File: src/rtl/instruction_fetch_queue.sv
// instruction_fetch_queue: PC owner + instruction FIFO feeding the LEGv8 decode stage
// Ports: clock/reset (sync, active-high); rom_address/rom_data to the combinational ROM;
// halt freezes fetch; redirect/redirect_target flush and restart fetch; out_* is the
// valid/ready head entry (zeroed when empty); occupancy is the entry count.
// Optional IFQ_PERF_COUNT_EN adds saturating fetched_count and flush_count outputs.
module instruction_fetch_queue #(
  parameter int          DEPTH    = 4,
  parameter logic [63:0] RESET_PC = 64'h0
) (
  input  logic                       clock,
  input  logic                       reset,
  output logic [63:0]                rom_address,
  input  logic [31:0]                rom_data,
  input  logic                       halt,
  input  logic                       redirect,
  input  logic [63:0]                redirect_target,
  output logic                       out_valid,
  input  logic                       out_ready,
  output logic [31:0]                out_instruction,
  output logic [63:0]                out_pc,
  output logic [63:0]                out_pc4,
  output logic [$clog2(DEPTH+1)-1:0] occupancy
`ifdef IFQ_PERF_COUNT_EN
  ,
  output logic [31:0]                fetched_count,
  output logic [31:0]                flush_count
`endif
);
  localparam int AW = $clog2(DEPTH);
  localparam int CW = $clog2(DEPTH+1);
  logic [63:0] pc_q, pc_d;
  logic [AW-1:0] head_q, head_d, tail_q, tail_d;
  logic [CW-1:0] count_q, count_d;
  logic [63:0] pc_mem [DEPTH];
  logic [31:0] ins_mem [DEPTH];
  logic pop, push, full;
  assign out_valid = count_q != '0;
  assign full = count_q == CW'(DEPTH);
  assign pop = out_valid & out_ready;
  assign push = ~redirect & ~halt & (~full | pop);
  assign rom_address = pc_q;
  assign occupancy = count_q;
  assign out_pc = out_valid ? pc_mem[head_q] : '0;
  assign out_pc4 = out_valid ? pc_mem[head_q] + 64'd4 : '0;
  assign out_instruction = out_valid ? ins_mem[head_q] : '0;
  always_comb begin
    pc_d = redirect ? (redirect_target & ~64'h3) : push ? pc_q + 64'd4 : pc_q;
    head_d = redirect ? '0 : head_q + AW'(pop);
    tail_d = redirect ? '0 : tail_q + AW'(push);
    count_d = redirect ? '0 : count_q + CW'(push) - CW'(pop);
  end
  always_ff @(posedge clock) begin
    if (reset) begin
      pc_q <= RESET_PC;
      head_q <= '0;
      tail_q <= '0;
      count_q <= '0;
    end else begin
      pc_q <= pc_d;
      head_q <= head_d;
      tail_q <= tail_d;
      count_q <= count_d;
    end
  end
  always_ff @(posedge clock) begin
    if (push & ~reset) begin
      pc_mem[tail_q] <= pc_q;
      ins_mem[tail_q] <= rom_data;
    end
  end
`ifdef IFQ_PERF_COUNT_EN
  logic [31:0] fetched_q, flush_q;
  // a flush counts only if something besides the honoured pop is thrown away
  always_ff @(posedge clock) begin
    if (reset) begin
      fetched_q <= '0;
      flush_q <= '0;
    end else begin
      if (pop & ~&fetched_q) fetched_q <= fetched_q + 32'd1;
      if (redirect & (count_q > CW'(pop)) & ~&flush_q) flush_q <= flush_q + 32'd1;
    end
  end
  assign fetched_count = fetched_q;
  assign flush_count = flush_q;
`endif
endmodule

File: config.mk
export PLATFORM = sky130hd
export DESIGN_NAME = instruction_fetch_queue
export DESIGN_NICKNAME = d
export VERILOG_FILES = /design/src/rtl/instruction_fetch_queue.sv
export SDC_FILE = /design/constraint.sdc
export NUM_CORES = 1
export LEC_CHECK = 0
export CORE_MARGIN = 1
export CORE_UTILIZATION = 35
export DETAILED_ROUTE_END_ITERATION = 6
export HOLD_SLACK_MARGIN = 0.1
export PLACE_DENSITY_LB_ADDON = 0.2
export SLEW_MARGIN = 20
export SYNTH_ARGS = -nofsm -noshare
export SYNTH_HDL_FRONTEND = slang
export SYNTH_SLANG_ARGS = --single-unit
File: constraint.sdc
create_clock -name clock -period 15.5 [get_ports clock]
set_input_delay 2.325 -clock clock [delete_from_list [all_inputs] [get_ports clock]]
set_output_delay 2.325 -clock clock [all_outputs]
set_load 0.02 [all_outputs]
==> summary.md <==
| Metric | Value |
|---|---|
| Final worst-path cycle share | `51.02%` |
| CP Class | `reg -> out` |
| Final Critical Period | `7908 ps` |
| HPWL Detailed | `38.74 mm` |
| Post-synth top area cell | `edfxtp_1` |
| Die width | `240.1 microns` |
| Ys async rst share | `0%` |
| Global-route total usage across every layer | `20.18%` |
| CTS Sinks | `445` |
| CTS Buf Count | `48` |
| Largest net degree at the start of global routing | `70` |
| Post-CTS sizing | `0` |
| 1st-iter DRT viols | `888` |
| Via-per-instance ratio | `5.290` |
| EDFF count, synth | `376` |
| Synth-to-Final Area Change | `27.74%` |
| Commonest non-fill, non-tap cell in the layout | `edfxtp_1` |
| Placed Cells | `2372` |
| Max-Cap Viols | `0` |
| Total Wirelength | `58.07 mm` |
| Min Hold Slack | `555.9 ps` |
| Final hold viol count | `0` |
| Ranking of synthesized cells by area | `edfxtp_1 57%, mux4_2 11%, dfxtp_1 7.0%` |
| Clk pin slew, worst setup/hold paths | `60 ps` |
| Worst Path Max Fanout | `34` |
| Vias in the first global route | `13190` |
| Seq/Total Area, Yosys | `63.89%` |
| Routed Antenna Nets | `0` |
| TNS Setup | `0 ps` |
| Total power | `0.002766 W` |
| Worst EP required | `13180 ps` |
| Flops & latches, synth | `445` |
| Setup Skew | `26.13 ps` |
| Setup violators final | `0` |
| Clock Path Buffers | `3` |
| Top Ports | `329` |
| DRC errors left | `0` |
| Number of distinct library cells after synthesis | `55` |
| Die ar. | `57630 sq um` |
| P_leak | `7.994 nW` |
| CTS tree | `done` |
| Hold Path Class | `reg -> reg` |
| Layout Cells excl Fill | `2465` |
| Fillers | `5071` |
| Core ar. | `55520 sq um` |
| RePlAce Congestion | `0.7904` |
| Die height | `240.1 microns` |
| RSZ-0062 raised after global routing | `no` |
| Power per cell area | `109.2 nW/um^2` |
| Initial antenna violation count | `4` |
| Fin nets | `1782` |
| Via count | `13040` |
| Iteration count of the initial detailed-routing pass | `5` |
| Worst skew pair latency | `590 ps` |
| WL/cell | `23.56 microns` |
| First-pass GRT wire length | `85.23 mm` |
| Relative slew margins | `24.22%` |
| Crit. End Element | `primary output` |
| Placed Instance Area | `23800 sq um` |
| Share of layout cells above drive strength 1 | `13.37%` |
| Crit start category | `register` |
| Syn avg cell area | `14.66 sq um` |
| Root Buffer | `clkbuf_16` |
| Worst Tran Pin Value | `1137 ps` |
| CTS Hold Bufs | `0` |
| Highest Clock Rate | `126.5 MHz` |
| Mapped Area | `19840 sq um` |
| Max Used Layer | `met5` |
| WP data arrival | `5580 ps` |
| Most frequent cells in the layout | `376 x edfxtp_1, 319 x clkdlybuf4s50_1, 131 x nor2_1, 98 x and2_1, 94 x mux4_2` |
| Max Slew Vio Count | `0` |
| Row cnt | `86` |
| Met1 WL | `25.57 mm` |
| Ys flop type | `edfxtp_1` |
| Mapped Cells | `1353` |
| Status | `finished, final reports clean` |
| Met2 wire len | `27.97 mm` |
| Yosys warns | `0` |
| Post-CTS Setup Repair Bufs | `0` |
| Area share of the largest cell type after synthesis | `56.92%` |
| Metal3 WL | `3.052 mm` |
| Peak VDD IR | `0.08755 mV` |
| H-tree Lvls | `2` |
| Initial core utilization | `35.72%` |
| Design area | `25340 sq um` |
| Number of buffers added on ports | `320` |
| Grt ovf | `0` |
[per-stage QoR]
stage               util [%]  setup WS [ps]
global placement       42.81           8095
finish                 45.63           7592
detailed placement     42.86           8096
CTS                    45.61           7412
global route           45.62           7245
floorplan                  -           2249
[report_power, final]
group | switching (W) | internal (W)
Sequential | 0.0000317 | 0.00132
Combinational | 0.000161 | 0.000132
Clock | 0.000467 | 0.000653
[cells in the mapped netlist (2+ instances only)]
library cell / n
buf_1: 3
clkbuf_1: 49
edfxtp_1: 376
o21a_1: 2
mux2i_1: 6
nor2_1: 132
mux2_2: 7
nand3_2: 2
and2_1: 98
nor4_4: 2
nor3_1: 29
nand4_2: 6
a311oi_1: 2
nand2_2: 2
nand2_1: 54
buf_2: 7
or3_1: 11
nor4_2: 5
dfxtp_1: 69
nand3_1: 55
nand4_1: 32
a21oi_1: 26
xnor2_1: 57
buf_6: 3
o21ai_0: 12
xor2_1: 42
inv_1: 16
ha_1: 6
o31ai_1: 5
and4_1: 11
a211oi_1: 42
nor3b_1: 2
buf_4: 9
or4_1: 8
mux2_1: 3
nor4b_1: 2
and3_1: 24
nor4_1: 21
buf_12: 4
mux4_2: 94
nand4_4: 3
[cell families (layout without fill, tap and decap cells)]
kind of cell	after synthesis	after routing	share of synthesized area [%]
xor gates and xnor gates	99	99	4.371
AOI/OAI and AO/OA	90	90	2.940
DFF	445	445	63.89
buffers and inverters	93	448	2.492
and+or+nand+nor	508	508	14.27
muxes	110	110	11.54
other	1	10	0.01891
adders and majority gates	7	7	0.4794
[final cells by class]
class                      instances  area, sq um  area share (%)
clock buffer                      58         1280           5.052
timing repair buffer             343         3391           13.38
multi-input combinational        820         6726           26.55
inverter                          16        62.56          0.2469
clock inverter                    31        251.5          0.9926
sequential                       445        12680           50.04
antenna                            4        10.01         0.03951
tap                              748        935.9           3.694
[flip-flops by register name, summed over array words and instances, names as in the netlist]
name and count:
ins_mem 128, pc_mem 248, rom_address 62, head_q 2
tail_q 2, occupancy 3
[layer usage]
metal,vias up,global-route usage [%]
met2,372,32.76
met5,-,0
met4,4,6.891
met1,6723,27.18
li1,5857,-
met3,83,3.662
[worst max-delay path, cell delays in order (launching register included)]
cell,delay [ps]
dfxtp_4,740
buf_4,690
mux4_2,440
ha_1,270
nand4_4,210
or4_4,610
nor4_4,630
nor4b_2,380
mux2_1,420
clkdlybuf4s50_1,560
[final timing paths]
path,startpoint,endpoint,slack (ps),depth (start not counted)
min,rom_address[15],pc_mem[2][15],560,0
max reg2reg,occupancy[1],occupancy[2],11840,12
min reg2reg,rom_address[15],pc_mem[2][15],560,0
max,head_q[0],out_pc4[56],7590,9
Note: power is estimated with default switching activity, not from simulation.
